===== src/rtl/wfg_interconnect_pkg.sv =====
// Shared interconnect types used by the wfg stream blocks.
package wfg_interconnect_pkg;

  typedef struct packed {
    logic        tvalid;
    logic [31:0] tdata;
  } axis_t;

endpackage


===== src/rtl/wfg_record_spi_pkg.sv =====
// Register map, configuration layout and word-size decode for the SPI recorder.
package wfg_record_spi_pkg;

  localparam logic [3:0] REG_CTRL   = 4'h0;
  localparam logic [3:0] REG_CFG    = 4'h4;
  localparam logic [3:0] REG_STATUS = 4'h8;
  localparam logic [3:0] REG_COUNT  = 4'hC;

  typedef struct packed {
    logic [1:0] dff;
    logic       lsbfirst;
    logic       cpha;
    logic       cpol;
  } cfg_t;

  localparam cfg_t CFG_RESET = '{dff: 2'd3, lsbfirst: 1'b0, cpha: 1'b0, cpol: 1'b0};

  // Word length in bits: (dff + 1) * 8
  function automatic logic [5:0] word_bits(input logic [1:0] dff);
    return {1'b0, dff, 3'b000} + 6'd8;
  endfunction

endpackage


===== src/rtl/wfg_record_spi_wishbone_reg.sv =====
// Wishbone slave holding CTRL/CFG/STATUS/COUNT for the SPI recorder.
module wfg_record_spi_wishbone_reg
  import wfg_record_spi_pkg::*;
(
  input  logic        clk,
  input  logic        rst_n,
  input  logic        stb,
  input  logic        cyc,
  input  logic        we,
  input  logic [3:0]  adr,
  input  logic [4:0]  wdata,
  output logic        ack,
  output logic [31:0] rdata,
  output logic        en,
  output cfg_t        cfg,
  input  logic        word_load,
  input  logic        ovf_set
);

  logic        ack_r;
  logic        en_r;
  logic        ovf_r;
  logic [31:0] rdata_r;
  logic [31:0] count_r;
  cfg_t        cfg_r;
  logic        req_s;
  logic        wr_s;
  logic [31:0] rd_mux_s;

  // Request qualification and read-data mux
  always_comb begin
    req_s = stb & cyc & ~ack_r;
    wr_s  = req_s & we;
    case (adr)
      REG_CTRL:   rd_mux_s = {31'd0, en_r};
      REG_CFG:    rd_mux_s = {26'd0, cfg_r.dff, 1'b0, cfg_r.lsbfirst, cfg_r.cpha, cfg_r.cpol};
      REG_STATUS: rd_mux_s = {31'd0, ovf_r};
      REG_COUNT:  rd_mux_s = count_r;
      default:    rd_mux_s = 32'd0;
    endcase
  end

  // Handshake, register writes, sticky overflow (set beats clear) and word counter
  always_ff @(posedge clk or negedge rst_n) begin
    if (!rst_n) begin
      ack_r   <= 1'b0;
      rdata_r <= 32'd0;
      en_r    <= 1'b0;
      cfg_r   <= CFG_RESET;
      ovf_r   <= 1'b0;
      count_r <= 32'd0;
    end else begin
      ack_r   <= req_s;
      rdata_r <= (req_s && !we) ? rd_mux_s : 32'd0;
      if (wr_s && adr == REG_CTRL) en_r <= wdata[0];
      if (wr_s && adr == REG_CFG) cfg_r <= cfg_t'(wdata);
      if (ovf_set) ovf_r <= 1'b1;
      else if (wr_s && adr == REG_STATUS && wdata[0]) ovf_r <= 1'b0;
      if (word_load) count_r <= count_r + 32'd1;
    end
  end

  assign ack   = ack_r;
  assign rdata = rdata_r;
  assign en    = en_r;
  assign cfg   = cfg_r;

endmodule


===== src/rtl/wfg_record_spi_top.sv =====
// SPI slave recorder: synchronizes an external SPI bus, assembles words and
// presents them on an AXI-stream master with overflow tracking.
module wfg_record_spi_top
  import wfg_record_spi_pkg::*;
  import wfg_interconnect_pkg::*;
#(
  parameter int BUSW = 32
) (
  input  logic            wb_clk_i,
  input  logic            wb_rst_ni,
  input  logic            wbs_stb_i,
  input  logic            wbs_cyc_i,
  input  logic            wbs_we_i,
  input  logic [3:0]      wbs_sel_i,
  input  logic [BUSW-1:0] wbs_adr_i,
  input  logic [BUSW-1:0] wbs_dat_i,
  output logic            wbs_ack_o,
  output logic [BUSW-1:0] wbs_dat_o,
  input  logic            wfg_record_spi_sclk_i,
  input  logic            wfg_record_spi_cs_ni,
  input  logic            wfg_record_spi_sdi_i,
  input  logic            wfg_axis_tready_i,
  output logic            wfg_axis_tvalid_o,
  output logic [31:0]     wfg_axis_tdata_o
);

  logic [1:0]  sclk_sync_r, cs_sync_r, sdi_sync_r;
  logic        sclk_prev_r, cs_prev_r, armed_r;
  logic [2:0]  ready_r;
  logic [5:0]  bit_cnt_r;
  logic [31:0] shift_r;
  axis_t       axis_r;
  logic [31:0] rdata_s, shift_next_s;
  logic        en_s, rise_s, fall_s, sample_s, cs_fall_s, cs_rise_s;
  logic        capture_s, done_s, accept_s, load_s, ovf_set_s;
  cfg_t        cfg_s;
  logic        unused_s;

  assign unused_s = ^{wbs_sel_i, wbs_adr_i[BUSW-1:4], wbs_dat_i[BUSW-1:6], wbs_dat_i[3]};

  wfg_record_spi_wishbone_reg u_regs (
    .clk       (wb_clk_i),
    .rst_n     (wb_rst_ni),
    .stb       (wbs_stb_i),
    .cyc       (wbs_cyc_i),
    .we        (wbs_we_i),
    .adr       (wbs_adr_i[3:0]),
    .wdata     ({wbs_dat_i[5:4], wbs_dat_i[2:0]}),
    .ack       (wbs_ack_o),
    .rdata     (rdata_s),
    .en        (en_s),
    .cfg       (cfg_s),
    .word_load (load_s),
    .ovf_set   (ovf_set_s)
  );

  assign wbs_dat_o = BUSW'(rdata_s);

  // Edge detection, sample-edge selection and word completion
  always_comb begin
    rise_s    = ready_r[2] & sclk_sync_r[1] & ~sclk_prev_r;
    fall_s    = ready_r[2] & ~sclk_sync_r[1] & sclk_prev_r;
    cs_fall_s = ready_r[2] & cs_prev_r & ~cs_sync_r[1];
    cs_rise_s = ready_r[2] & ~cs_prev_r & cs_sync_r[1];
    if (cfg_s.cpha == cfg_s.cpol) begin
      sample_s = rise_s;
    end else begin
      sample_s = fall_s;
    end
    capture_s = en_s & armed_r & ~cs_sync_r[1] & sample_s;
    if (cfg_s.lsbfirst) begin
      shift_next_s = shift_r | (32'(sdi_sync_r[1]) << bit_cnt_r);
    end else begin
      shift_next_s = {shift_r[30:0], sdi_sync_r[1]};
    end
    done_s    = capture_s & ((bit_cnt_r + 6'd1) >= word_bits(cfg_s.dff));
    accept_s  = axis_r.tvalid & wfg_axis_tready_i;
    load_s    = done_s & (~axis_r.tvalid | accept_s);
    ovf_set_s = done_s & axis_r.tvalid & ~wfg_axis_tready_i;
  end

  // Synchronizers and bit assembly; armed_r keeps a frame already in progress
  // at reset release from being captured.
  always_ff @(posedge wb_clk_i or negedge wb_rst_ni) begin
    if (!wb_rst_ni) begin
      sclk_sync_r <= 2'b00;
      cs_sync_r   <= 2'b11;
      sdi_sync_r  <= 2'b00;
      sclk_prev_r <= 1'b0;
      cs_prev_r   <= 1'b1;
      ready_r     <= 3'b000;
      armed_r     <= 1'b0;
      bit_cnt_r   <= 6'd0;
      shift_r     <= 32'd0;
    end else begin
      sclk_sync_r <= {sclk_sync_r[0], wfg_record_spi_sclk_i};
      cs_sync_r   <= {cs_sync_r[0], wfg_record_spi_cs_ni};
      sdi_sync_r  <= {sdi_sync_r[0], wfg_record_spi_sdi_i};
      sclk_prev_r <= sclk_sync_r[1];
      cs_prev_r   <= cs_sync_r[1];
      ready_r     <= {ready_r[1:0], 1'b1};
      if (cs_fall_s) armed_r <= 1'b1;
      else if (cs_rise_s) armed_r <= 1'b0;
      if (!en_s || cs_fall_s || cs_rise_s || done_s) begin
        bit_cnt_r <= 6'd0;
        shift_r   <= 32'd0;
      end else if (capture_s) begin
        bit_cnt_r <= bit_cnt_r + 6'd1;
        shift_r   <= shift_next_s;
      end
    end
  end

  // AXI-stream holding register
  always_ff @(posedge wb_clk_i or negedge wb_rst_ni) begin
    if (!wb_rst_ni) begin
      axis_r <= '{tvalid: 1'b0, tdata: 32'd0};
    end else if (load_s) begin
      axis_r <= '{tvalid: 1'b1, tdata: shift_next_s};
    end else if (accept_s) begin
      axis_r.tvalid <= 1'b0;
    end
  end

  assign wfg_axis_tvalid_o = axis_r.tvalid;
  assign wfg_axis_tdata_o  = axis_r.tdata;

endmodule


===== config.mk =====
export PLATFORM = sky130hd
export DESIGN_NAME = wfg_record_spi_top
export DESIGN_NICKNAME = d
export VERILOG_FILES = /design/src/rtl/wfg_interconnect_pkg.sv /design/src/rtl/wfg_record_spi_pkg.sv /design/src/rtl/wfg_record_spi_wishbone_reg.sv /design/src/rtl/wfg_record_spi_top.sv
export SDC_FILE = /design/constraint.sdc
export NUM_CORES = 1
export LEC_CHECK = 0
export CAP_MARGIN = 20
export CORE_UTILIZATION = 51
export CTS_CLUSTER_DIAMETER = 80
export DETAILED_ROUTE_END_ITERATION = 7
export PLACE_DENSITY = 0.77
export SLEW_MARGIN = 25
export SYNTH_ARGS = -nofsm -noshare
export SYNTH_HDL_FRONTEND = slang
export SYNTH_SLANG_ARGS = --single-unit

===== constraint.sdc =====
create_clock -name wb_clk_i -period 3 [get_ports wb_clk_i]
set_input_delay 0.3 -clock wb_clk_i [delete_from_list [all_inputs] [get_ports wb_clk_i]]
set_output_delay 0.3 -clock wb_clk_i [all_outputs]
set_load 0.03 [all_outputs]

# After elaboration in Yosys (flattened, before gate mapping)

Index checks and enable logic that the tools add are counted.

Register bits after elaboration: 155
Input bits: 77
Output and inout port bits: 66
Word-level logic and storage cells: 86

$add $sub $neg: 3
Order comparisons: 1
Equal/unequal tests: 4
Shift operators: 1
Mux-type cells: 14
Bitwise gates (word level): 28
Reduce and logical (&&, ||, !) cells: 15

Operators by type and width:

| kind                                                                  | count |
|---|---|
| 32-bit 2-to-1 mux                                                     | 4 |
| 32-bit case mux with 4 select lines                                   | 1 |
| 32-bit by 1-bit adder with 32-bit output, second input constant       | 1 |
| 32-bit bitwise OR                                                     | 1 |
| 1-bit by 6-bit left shift with 32-bit output                          | 1 |
| 1-bit AND                                                             | 19 |
| 6-bit 2-to-1 mux                                                      | 2 |
| 4-bit equality test, second input constant                            | 2 |
| 2-bit nonzero test                                                    | 4 |
| 1-bit 2-to-1 mux                                                      | 7 |
| 1-bit NOT                                                             | 7 |
| 5-bit by 4-bit adder with 6-bit output, second input constant         | 1 |
| 6-bit by 1-bit adder with 6-bit output, second input constant         | 1 |
| 6-bit >= comparator                                                   | 1 |
| 1-bit logical AND                                                     | 5 |
| 4-bit by 3-bit equality test with 1-bit output, second input constant | 1 |
| 4-bit zero test                                                       | 1 |
| 1-bit logical OR                                                      | 3 |
| 1-bit zero test                                                       | 2 |
| 1-bit equality test                                                   | 1 |
| 1-bit bitwise OR                                                      | 1 |

# Longest topological paths before layout

Gate-level depths: netlist (run 1).

Word-level depth: 9
Mapped depth: 13

# By module

Synthesis (run 1) repeated with hierarchy kept, for this count alone.

Cell total of the unflattened synthesis: 632
Area total of the unflattened synthesis: 7113.1 um^2

Modules (own cells, without submodules):

| module                      | times used | cells an instance | area an instance (um^2) |
|---|---|---|---|
| wfg_record_spi_top          | 1          | 418               | 4261.6 |
| wfg_record_spi_wishbone_reg | 1          | 214               | 2851.5 |

# Worst setup path before layout (run 1)

OpenSTA, ideal clock, no wires.

Path kind: reg2reg
Start: register bit_cnt_r[3]
End: register u_regs.count_r[1]
Library setup time: 125 ps
Arrival: 2622 ps
Data required time: 2875 ps
Slack: 253 ps
Cell stages (with the launch flop): 12
Clock period less this slack: 2747 ps
Cell sequence: dfrtp_1 > clkbuf_1 > nand2_1 > nor2_1 > nand2_1 > xnor2_1 > ha_1 > a21oi_1 > o21ai_1 > o2111ai_2 > clkbuf_1 > mux2_2

Longest elaborated chain between the ends: 4

RTL lines:

| item                                   | RTL line                          | text |
|---|---|---|
| start, declared                        | wfg_record_spi_top.sv:30          | `logic [5:0] bit_cnt_r;` |
| start signal, assigned                 | wfg_record_spi_top.sv:108         | `bit_cnt_r <= bit_cnt_r + 6'd1;` |
| 6-bit by 1-bit adder with 6-bit output | wfg_record_spi_top.sv:76          | `done_s = capture_s & ((bit_cnt_r + 6'd1) >= word_bits(cfg_s.dff));` |
| 6-bit >= comparator                    | wfg_record_spi_top.sv:76          |  |
| 1-bit AND                              | wfg_record_spi_top.sv:76          |  |
| 1-bit AND                              | wfg_record_spi_top.sv:78          | `load_s = done_s & (~axis_r.tvalid \| accept_s);` |
| end signal, assigned                   | wfg_record_spi_wishbone_reg.sv:59 | `if (word_load) count_r <= count_r + 32'd1;` |
| end, declared                          | wfg_record_spi_wishbone_reg.sv:24 | `logic [31:0] count_r;` |

No other way between the ends.
A chain may end at the register's enable or synchronous reset.

# Final worst setup path (run 1)

Start: register bit_cnt_r[0]
End: register u_regs.count_r[12]

Same word-level chain as after synthesis.

==> summary.txt, run 1 <==
Routing
  • Post-route DRC violation count: 0
  • Iteration-0 DRC Markers: 408
  • Vias after detailed routing: around 5,000
  • Post-DR wirelength/cell: 15.7 um
  • Via density: between 5 and 6
  • DRT Wirelength: ~15 mm
  • Drt pass-1 iters: 5
  • ANT nets after route: 0

Final layout
  • Ratio of cells with drive above 1 in the final layout: 13.8%
  • Most frequent cells in the layout: 150 x dfrtp_1, 94 x o21ai_0, 91 x nand2_1, 82 x clkdlybuf4s50_1, 33 x nor2_1
  • Fillers: just over 900
  • Sequential Area: 0.00388 sq mm
  • Diode count: 0
  • Core Util, Final: roughly two thirds
  • Layout area overhead: 26.8%
  • Multi-input gate area: between 0.002 and 0.003 sq mm
  • Most common cell after layout, fill and taps aside: dfrtp_1
  • Layout Nets: between 800 and 900

Logic synthesis
  • Avg Inst Size Synth: between 10 and 15 sq um
  • Async SR Flop Fraction: 100%
  • Mux contribution to synthesized area: under 10%
  • Synth Area in Adders: around 1.3%
  • Synthesized Nets: roughly 740
  • Largest family of logic cells by synthesized area: simple AND/OR/NAND/NOR gates
  • Compound-Gate Fraction of Synth Area: 12.4%
  • Top post-synthesis cells by area: dfrtp_1 55%, o21ai_0 7.2%, nand2_1 5.1%
  • Synth Area in XOR/XNOR: 4.65%
  • Yosys Warn Count: 0
  • Main synth FF type: dfrtp_1
  • Post-Synth Simple-Gate Area: a little under a fifth
  • Number of synthesized register bits: approximately 160
  • Sequential-to-total area share from yosys stat: about 57%
  • Post-synth EDFFs: 0
  • Yosys top cell area share: 55.4%
  • Cell area after synthesis: roughly 0.0068 sq mm
  • Yosys cell types: between 40 and 50
  • Cell taking the most area after synthesis: dfrtp_1
  • Syn Inst Count: between 600 and 700

Floorplanning
  • Row count: 41
  • Die width: about 120 um
  • Core Area: about 0.013 sq mm
  • Die area: about 0.014 sq mm
  • Initial Util: ~53%
  • IO Pins: 143
  • Die Ht: approximately 120 um

Setup path
  • Crit-path max FO: 5
  • CP required: about 3300 ps
  • CP Launch Type: register
  • R2R Path Start: bit_cnt_r[0]
  • Critical Path Start: bit_cnt_r[0]
  • Crit path kind: reg -> reg
  • Crit path capture type: register
  • Critical path arrival: around 3200 ps
  • R2R setup slack: roughly 130 ps

Global route
  • Total track usage: a little under a quarter
  • Initial antenna violation count: 0
  • Global-route wire length before repair: between 20 and 25 mm
  • Vias in the first global route: 4,857
  • GRT overflow: 0
  • Largest net degree at the start of global routing: 95

Timing
  • Final min period: about 2900 ps
  • Fin Setup TNS: 0 ps
  • Slew HR: between 40% and 50%
  • RSZ-0062 raised after global routing: false
  • Hold WS: -54.0 ps
  • Final setup fails: 0
  • Worst-margin pin slew: ~870 ps
  • Clock skew: between 6 and 7 ps
  • Final hold viol count: 41
  • FMAX: ~0.35 GHz
  • Fin. max-slew vios: 0
  • Final worst path period share: between 90% and 100%

Min path
  • Type of the most critical hold path: in -> async

Status
  • Status: finished, violations left
  • Failing checks: hold timing

Clocking
  • CTS tree: done
  • CTS HTree Levels: 4
  • Sink Count: between 150 and 200
  • Post-CTS Hold Fix Bufs: 0
  • Max Root-Sink Buffers: 2
  • Total CTS buffers: 17
  • Clock slew at reported path FFs: approximately 60 ps
  • Worst-skew pair later-pin latency: approximately 420 ps
  • CTS Root Buffer Type: clkbuf_16

Job
  • Max cap viols: 0

Pwr
  • Leak pwr: ~3.8 nW
  • Power density over the cells: between 500 and 600 mW/mm^2
  • Worst VDD drop: between 0.0002 and 0.0003 V

Placed design
  • Post-DP HPWL: about 9.2 mm
  • Final GP Congestion: between 0.7 and 0.8
  • Port Buffers: 83
-- what timing repair did --
| item | CTS | global route |
|---|---|---|
| resized for setup | 1 | 15 |
| pin swaps | 1 | 2 |
| setup endpoints to repair | 4 | 66 |
| buffers inserted | 5 | 0 |
| hold endpoints to repair | 0 | 0 |
| cloned | 0 | 1 |
-- critical path: stages (launching register included) --
cell	delay (ps)
dfrtp_1	430
nand2_2	110
nor2_2	150
nand2_1	100
xnor2_2	160
ha_1	330
nand2_1	130
nor4_4	440
o2111ai_4	230
buf_4	210
nor4_1	310
xor2_1	180
-- sequential cells by signal, summed over array words and instances (netlist names), 2 cells and up --
signal            count
ready_r               3
u_regs.count_r       32
u_regs.cfg            5
bit_cnt_r             6
shift_r              32
cs_sync_r             2
sclk_sync_r           2
wfg_axis_tdata_o     32
u_regs.rdata         32
sdi_sync_r            2
-- logic make-up after synthesis --
logic type	Yosys count
fa+ha+maj	7
other cells	1
compound gates	145
flops	155
xor+xnor	36
simple gates	253
mux	13
buf+inv	44
-- per-stage QoR --
| step | power [mW] | instances | hold WS [ps] | worst slack, ps | instance area [sq um] |
|---|---|---|---|---|---|
| floorplan | 2.35 | 654 | 4.41 | 253 | 6770 |
| global placement | 2.47 | 893 | 331 | 160 | 7830 |
| detailed placement | 2.48 | 893 | 336 | 71.3 | 7830 |
| CTS | 4.81 | 930 | 2.54 | 48.1 | 8520 |
| global route | 4.94 | 931 | 9.38 | 10.8 | 8590 |
| finish | 4.79 | 931 | -54.0 | 135 | 8590 |
-- cells in the mapped netlist (all sizes together) (3+ instances only) --
cell type and instances:
dfrtp 150, o21ai 128, nand2 93, nor2 34
nor2b 32, xor2 26, and2 24, clkbuf 24
nor3 14, inv 12, nand3 12, xnor2 10
nand2b 9, nor4 9, buf 8, ha 7
mux2 7, a21oi 6, dfstp 5, mux2i 5
nand4 5, a32o 3
-- final timing paths --
path | to | cells after the start
setup reg to reg | u_regs.count_r[12] | 11
hold reg to reg | sclk_sync_r[1] | 0
min in group wb_clk_i | cs_sync_r[0] | 1
setup / recovery | u_regs.count_r[12] | 11
hold / removal | u_regs.rdata[7] | 1
max in group asynchronous | u_regs.count_r[16] | 2
-- power by group --
| part | switching (mW) | total, mW | leakage (nW) | internal (mW) |
|---|---|---|---|---|
| sequential | 0.0176 | 2.13 | 2.10 | 2.12 |
| combinational | 0.204 | 0.319 | 1.39 | 0.115 |
| clock | 0.895 | 2.33 | 0.308 | 1.44 |
| total | 1.12 | 4.79 | 3.81 | 3.67 |
-- layout make-up --
| class | instances | area share (%) |
|---|---|---|
| clock buffer | 18 | 5.11 |
| clock inverter | 14 | 2.43 |
| inverter | 12 | 0.524 |
| multi-input combinational | 456 | 32.2 |
| sequential | 155 | 45.2 |
| tap | 172 | 2.51 |
| timing repair buffer | 104 | 12.0 |
-- routing by layer --
layer  GRT usage [%]  share of wire (%)  vias to the layer above
met5               0                  0                        -
met4            9.54                1.7                        0
met3            4.63                5.6                       25
met2            35.7                 49                      188
met1            30.9                 44                     2497
li1                -                  -                     2412
Power figures use the tool's default switching activity.
==> inputs of run 2 (changes only) <==
--- a/config.mk
+++ b/config.mk
@@ -6,11 +6,12 @@
 export NUM_CORES = 1
 export LEC_CHECK = 0
 export CAP_MARGIN = 20
-export CORE_UTILIZATION = 51
+export CORE_UTILIZATION = 52
 export CTS_CLUSTER_DIAMETER = 80
 export DETAILED_ROUTE_END_ITERATION = 7
-export PLACE_DENSITY = 0.77
+export PLACE_DENSITY = 0.78
 export SLEW_MARGIN = 25
 export SYNTH_ARGS = -nofsm -noshare
 export SYNTH_HDL_FRONTEND = slang
+export SYNTH_HIERARCHICAL = 1
 export SYNTH_SLANG_ARGS = --single-unit
==> run 2 against run 1 <==
The flow finishes with violations (setup timing). Sequential share of layout area fell by 2.6 points. Critical path depth rose by 4. Maximum frequency fell by 5.6%. Count of clock-buffer cells in the layout rose by 3. Core utilization rose by 1.4 points. Register-to-register slack got worse by 170 ps. Synthesized area rose by 5.0%. Final cell count fell by 0.64%. Synthesized cell count fell by 3.4%. Die area rose by 2.9%. Highest routed layer unchanged.
==> summary.txt, run 2 <==
Floorplanning
  • IO Pins: 143 (unchanged)
  • Row count: 42 (+2.4%)
  • Die area: 0.0142 sq mm (+2.9%)
  • Die width: 119 um (+1.5%)
  • Initial Util: 53.5% (+0.47 points)
  • Core Area: 0.0133 sq mm (+4.1%)
  • Die Ht: 119 um (+1.5%)

Routing
  • Drt pass-1 iters: 5 (unchanged)
  • Post-route DRC violation count: 0 (unchanged)
  • ANT nets after route: 0 (unchanged)
  • Post-DR wirelength/cell: 17.8 um (+14%)
  • Iteration-0 DRC Markers: 430 (+5.4%)
  • Via density: 5.75 (+4.5%)
  • Vias after detailed routing: 5,317 (+3.8%)
  • DRT Wirelength: 16.5 mm (+13%)

Clocking
  • Worst-skew pair later-pin latency: 430 ps (about the same)
  • CTS tree: done
  • CTS Root Buffer Type: clkbuf_16
  • CTS HTree Levels: 4 (unchanged)
  • Total CTS buffers: 17 (unchanged)
  • Max Root-Sink Buffers: 2 (unchanged)
  • Sink Count: 155 (unchanged)
  • Clock slew at reported path FFs: 60 ps (about the same)

Setup path
  • Critical path arrival: 3340 ps (+130 ps)
  • CP required: 3310 ps (-30 ps)
  • CP Launch Type: register
  • Crit path capture type: register
  • Crit-path max FO: 6 (+1)
  • FF-to-FF path depth: 15 (+4)
  • RR Endpoint: u_regs/count_r[25]
  • R2R Path Start: bit_cnt_r[0]
  • Crit path kind: reg -> reg
  • R2R setup slack: -40 ps (-170 ps)

Pwr
  • Leak pwr: 3.97 nW (+4.3%)
  • Worst VDD drop: 0.000343 V (+22%)
  • Total power: 4.72 mW (-1.4%)
  • Power density over the cells: 517 mW/mm^2 (-7.2%)

Logic synthesis
  • Async SR Flop Fraction: 100% (unchanged)
  • Number of synthesized register bits: 155 (unchanged)
  • Avg Inst Size Synth: 11.3 sq um (+8.7%)
  • Syn Inst Count: 632 (-3.4%)
  • Sequential-to-total area share from yosys stat: 54.6% (-2.7 points)
  • Top post-synthesis cells by area: dfrtp_1 53%, mux2i_1 5.2%, o211ai_1 3.7%
  • Post-synth EDFFs: 0 (unchanged)
  • Cell area after synthesis: 0.00711 sq mm (+5.0%)
  • Yosys top cell area share: 52.8% (-2.6 points)
  • Yosys Warn Count: 6 (+6)
  • Main synth FF type: dfrtp_1
  • Yosys cell types: 51 (+4.1%)
  • Synthesized Nets: 716 (-3.0%)
  • Top cells by count, synth: 150 x dfrtp_1, 41 x inv_1, 37 x mux2i_1, 37 x nand2b_1, 36 x nor3_1
  • Top-count cell post-synth: dfrtp_1
  • Cell taking the most area after synthesis: dfrtp_1

Min path
  • Min-delay src: wfg_record_spi_cs_ni
  • Min-Delay Endpoint: cs_sync_r[0]
  • Type of the most critical hold path: in -> reg
  • Hold Path Depth: 1

Status
  • Status: finished, violations left
  • Failing checks: setup timing

Global route
  • Total track usage: 24.1% (+1.4 points)
  • Largest net degree at the start of global routing: 99 (+4.2%)
  • Vias in the first global route: 5,380 (+11%)
  • GRT overflow: 0 (unchanged)
  • Initial antenna violation count: 0 (unchanged)
  • Global-route wire length before repair: 26.9 mm (+13%)

Timing
  • Final WS setup: -36.2 ps (-171 ps)
  • Final setup fails: 7 (+7)
  • Final min period: 3040 ps (+171 ps)
  • Final worst path period share: 101% (+5.7 points)
  • RSZ-0062 raised after global routing: true
  • Hold WS: 285 ps (+339 ps)
  • Fin. max-slew vios: 0 (unchanged)
  • Final hold viol count: 0 (-100%)
  • Clock skew: 10.5 ps (+4.21 ps)
  • FMAX: 0.329 GHz (-5.6%)
  • Fin Setup TNS: -110 ps (-110 ps)
  • Worst-margin pin slew: 891 ps (+24.2 ps)
  • Slew HR: 40.6% (-1.6 points)

Placed design
  • Post-DP HPWL: 9.88 mm (+7.1%)
  • Cell total after placement: 873 (-2.2%)
  • Worst slack, placed: -75.9 ps (-147 ps)
  • Port Buffers: 83 (unchanged)
  • Final GP Congestion: 0.790 (+1.8%)
  • DP Area: 0.00823 sq mm (+5.1%)

Final layout
  • Diode count: 0 (unchanged)
  • Most frequent cells in the layout: 147 x dfrtp_1, 82 x clkdlybuf4s50_1, 41 x inv_1, 37 x nand2b_1
  • Fillers: 947 (+2.9%)
  • Layout Cells excl Fill: 925 (-0.64%)
  • Layout area overhead: 28.3%
  • Core Util, Final: 68.6% (+1.4 points)
  • Final instance area: 0.00912 sq mm (+6.2%)
  • Ratio of cells with drive above 1 in the final layout: 16.2% (+2.3 points)
  • Most common cell after layout, fill and taps aside: dfrtp_1
  • Layout Nets: 820 (-1.2%)

Job
  • Max cap viols: 0 (unchanged)
==> run 2: logic make-up after synthesis <==
group / after synthesis / synth area share [%]
AOI/OAI and AO/OA: 117 / 12.0
buffers and inverters: 84 / 4.89
and+or+nand+nor: 187 / 16.1
muxes: 45 / 6.63
xor gates and xnor gates: 36 / 4.43
DFF: 155 / 54.6
other: 1 / 0.0527
adders and majority gates: 7 / 1.23
==> run 2: power by group <==
part           total (mW)  switching [mW]  internal, mW
registers            2.18          0.0532          2.13
clock network        2.14           0.837          1.31
logic               0.393           0.247         0.146
total                4.72            1.14          3.58
==> run 2: how the worst max path moves through the flow <==
stage                       from            endpoint  slack (ps)  cells after the start
floorplan           bit_cnt_r[1]  u_regs/count_r[31]         -20                     12
global placement    bit_cnt_r[0]  u_regs/count_r[31]          10                     13
detailed placement  bit_cnt_r[3]  u_regs/count_r[29]         -80                     13
CTS                 bit_cnt_r[0]  u_regs/count_r[18]           5                     14
global route        bit_cnt_r[0]  u_regs/count_r[15]        -190                     15
finish              bit_cnt_r[0]  u_regs/count_r[25]         -40                     15
==> run 2: repair_timing <==
item,in CTS,in global routing
hold buffers,1,0
pin swaps,9,9
gates cloned,0,3
hold endpoints to repair,8,0
setup endpoints to repair,20,47
gates resized for setup,15,15
setup buffers,11,6
==> run 2: metal layers <==
metal | share of wire, % | GRT usage [%] | up-vias
met5 | 0 | 0 | -
met3 | 5.3 | 5.51 | 32
met2 | 50 | 39.3 | 203
li1 | - | - | 2440
met1 | 43 | 31.3 | 2642
met4 | 2.2 | 9.65 | 0
==> run 2: area by class of cell <==
| cell class | count | area (sq um) | share of cell area, % |
|---|---|---|---|
| clock buffer | 21 | 440 | 4.83 |
| clock inverter | 11 | 148 | 1.62 |
| inverter | 41 | 154 | 1.69 |
| multi-input combinational | 393 | 3010 | 33.0 |
| sequential | 155 | 3890 | 42.6 |
| tap | 176 | 220 | 2.41 |
| timing repair buffer | 128 | 1260 | 13.9 |
==> run 2: worst max-delay path, cell delays in order (launching register included) <==
cell     delay (ps)
dfrtp_1         410
ha_2            220
nand3_2          80
xnor2_2         160
ha_1            300
nand4_1          80
or3_4           340
and2_4          160
nor3_4          160
buf_6           130
nand4_4         130
nor4_4          260
buf_6           170
buf_6           120
nand2_2          50
xnor2_1         150
==> inputs of run 3 (changes only) <==
--- a/config.mk
+++ b/config.mk
@@ -9,6 +9,7 @@
 export CORE_UTILIZATION = 52
 export CTS_CLUSTER_DIAMETER = 80
 export DETAILED_ROUTE_END_ITERATION = 7
+export GPL_TIMING_DRIVEN = 0
 export PLACE_DENSITY = 0.78
 export SLEW_MARGIN = 25
 export SYNTH_ARGS = -nofsm -noshare
==> run 3 against run 2 <==
Wire length down 0.52%. Largest cell class unchanged. Hold slack got worse by 5.1 ps. The run still ends with setup timing left. Critical path type unchanged. Global-route usage is 0.36 points higher.
==> summary.txt, run 3 (synthesis results as in run 2) <==
Status
  • Status: finished, violations left
  • Failing checks: setup timing

Routing
  • Iteration-0 DRC Markers: 382 (-11%)
  • Post-DR wirelength/cell: 17.5 um (-2.2%)
  • Vias after detailed routing: 5,422 (+2.0%)
  • Post-route DRC violation count: 0 (unchanged)
  • Drt pass-1 iters: 5 (unchanged)
  • DRT Wirelength: 16.4 mm (-0.52%)
  • Via density: 5.76 (+0.24%)
  • ANT nets after route: 0 (unchanged)

Setup path
  • Crit-path max FO: 4 (-2)
  • CP required: 3340 ps (+30 ps)
  • Crit-path slowest cell: or3_4
  • Worst path max stage delay: 460 ps (+50 ps)
  • Crit path kind: reg -> reg
  • Most Frequent Cell on Critical Path: or3_4
  • Critical path arrival: 3380 ps (+40 ps)
  • CP Launch Type: register
  • Crit path capture type: register
  • Crit-path cells: ha_4 -> nand3_4 -> xnor2_2 -> ha_1 -> nand4_1 -> or3_4 -> and2_4 -> nor3_4 -> nand4_4 -> or3_4 -> nor2_1 -> xor2_1

Final layout
  • Layout Nets: 836 (+2.0%)
  • Most common cell after layout, fill and taps aside: dfrtp_1
  • Final instance area: 0.00908 sq mm (-0.48%)
  • Core Util, Final: 68.3% (-0.33 points)
  • Layout area overhead: 27.7%
  • Ratio of cells with drive above 1 in the final layout: 13.7% (-2.4 points)
  • Layout Cells excl Fill: 941 (+1.7%)
  • Diode count: 0 (unchanged)
  • Most frequent cells in the layout: 146 x dfrtp_1, 81 x clkdlybuf4s50_1, 41 x inv_1, 37 x mux2i_1, 37 x nand2b_1

Pwr
  • Logic pwr share: 9.0% (+0.7 points)
  • Leak pwr: 3.93 nW (-0.90%)
  • Switching power: 1.17 mW (+2.7%)
  • Worst VDD drop: 0.000359 V (+4.7%)
  • Clock share of power: 45.3% (about the same)
  • Flop pwr share: 45.7% (-0.6 points)
  • Total power: 4.71 mW (-0.17%)
  • Power density over the cells: 519 mW/mm^2 (+0.31%)
  • Int Pwr: 3.54 mW (-1.1%)
  • Sw Share: 24.8% (+0.69 points)

Placed design
  • Cell total after placement: 891 (+2.1%)
  • Final GP Congestion: 0.811 (+2.7%)
  • Port Buffers: 82 (-1.2%)
  • DP Area: 0.00823 sq mm (about the same)
  • Worst slack, placed: -412 ps (-336 ps)
  • Post-DP HPWL: 10.7 mm (+8.2%)

Floorplanning
  • Die width: 119 um (unchanged)
  • IO Pins: 143 (unchanged)
  • Core Area: 0.0133 sq mm (unchanged)
  • Row count: 42 (unchanged)
  • Die Ht: 119 um (unchanged)
  • Initial Util: 53.5% (unchanged)
  • Die area: 0.0142 sq mm (unchanged)

Clocking
  • Total CTS buffers: 17 (unchanged)
  • CTS tree: done
  • Max Root-Sink Buffers: 2 (unchanged)
  • CTS HTree Levels: 4 (unchanged)
  • Sink Count: 155 (unchanged)
  • CTS Root Buffer Type: clkbuf_16
  • Worst-skew pair later-pin latency: 430 ps (about the same)
  • Clock slew at reported path FFs: 60 ps (about the same)

Job
  • Max cap viols: 0 (unchanged)

Global route
  • Total track usage: 24.5% (+0.36 points)
  • Largest net degree at the start of global routing: 85 (-14%)
  • Initial antenna violation count: 0 (unchanged)
  • Vias in the first global route: 5,611 (+4.3%)
  • GRT overflow: 0 (unchanged)
  • Global-route wire length before repair: 27.4 mm (+1.7%)

Timing
  • RSZ-0062 raised after global routing: true
  • Final setup fails: 1 (-6)
  • Final WS setup: -40.4 ps (-4.19 ps)
  • Final min period: 3040 ps (+4.19 ps)
  • Slew HR: 49.8% (+9.2 points)
  • FMAX: 0.329 GHz (-0.14%)
  • Hold WS: 280 ps (-5.09 ps)
  • Clock skew: 11.0 ps (+0.540 ps)
  • Worst-margin pin slew: 732 ps (-159 ps)
  • Fin Setup TNS: -40.4 ps (+69.7 ps)
  • Final hold viol count: 0 (unchanged)
  • Fin. max-slew vios: 0 (unchanged)
  • Final worst path period share: 101% (+0.14 points)

Min path
  • Type of the most critical hold path: in -> reg
[run 3: metal layers]
| layer | global-route usage [%] | vias to the layer above | part of all wire [%] |
|---|---|---|---|
| li1 | - | 2483 | - |
| met1 | 31.9 | 2680 | 43 |
| met2 | 38.8 | 223 | 49 |
| met3 | 5.80 | 36 | 5.7 |
| met4 | 11.3 | 0 | 2.6 |
| met5 | 0 | - | 0 |
[run 3: worst paths after layout]
kind | from | end | slack (ps) | cells after the start
min in group asynchronous | wb_rst_ni | wfg_axis_tdata_o[21] | 430 | 2
hold / removal | wfg_record_spi_cs_ni | cs_sync_r[0] | 280 | 1
setup / recovery | bit_cnt_r[0] | u_regs/count_r[11] | -40 | 12
setup reg to reg | bit_cnt_r[0] | u_regs/count_r[11] | -40 | 12
hold reg to reg | sdi_sync_r[0] | sdi_sync_r[1] | 350 | 0
max in group asynchronous | wb_rst_ni | bit_cnt_r[4] | 1790 | 3
[run 3: layout make-up]
cell class	instances	area (sq um)
multi-input combinational	393	3020
fill	956	4220
buffer	42	191
sequential	155	3890
timing repair buffer	102	1010
inverter	41	154
clock inverter	13	140
clock buffer	19	453
tap	176	220
[run 3: power groups by stage]
stage / Combinational, mW / Sequential (mW) / Clock [mW]
after floorplan: 0.214 / 2.21 / 0
after detailed placement: 0.411 / 2.19 / 0
final: 0.424 / 2.15 / 2.13
after CTS: 0.419 / 2.15 / 2.16
after global placement: 0.394 / 2.19 / 0
after global routing: 0.462 / 2.16 / 2.26
[run 3: worst max-delay path, delay by kind of cell, from the launching register on]
family | cells | cell delay (ps)
adder cells (fa/ha/maj) | 2 | 460
XOR/XNOR | 2 | 350
AND/OR/NAND/NOR | 8 | 1690
flip-flops | 1 | 440
[run 3: repair_timing]
item,in CTS,in global routing
buffers inserted,14,3
hold buffers,1,0
endpoints found under the hold margin,66,0
gates resized for setup,10,17
setup endpoints to repair,43,61
cloned,0,1
pin swaps,7,14
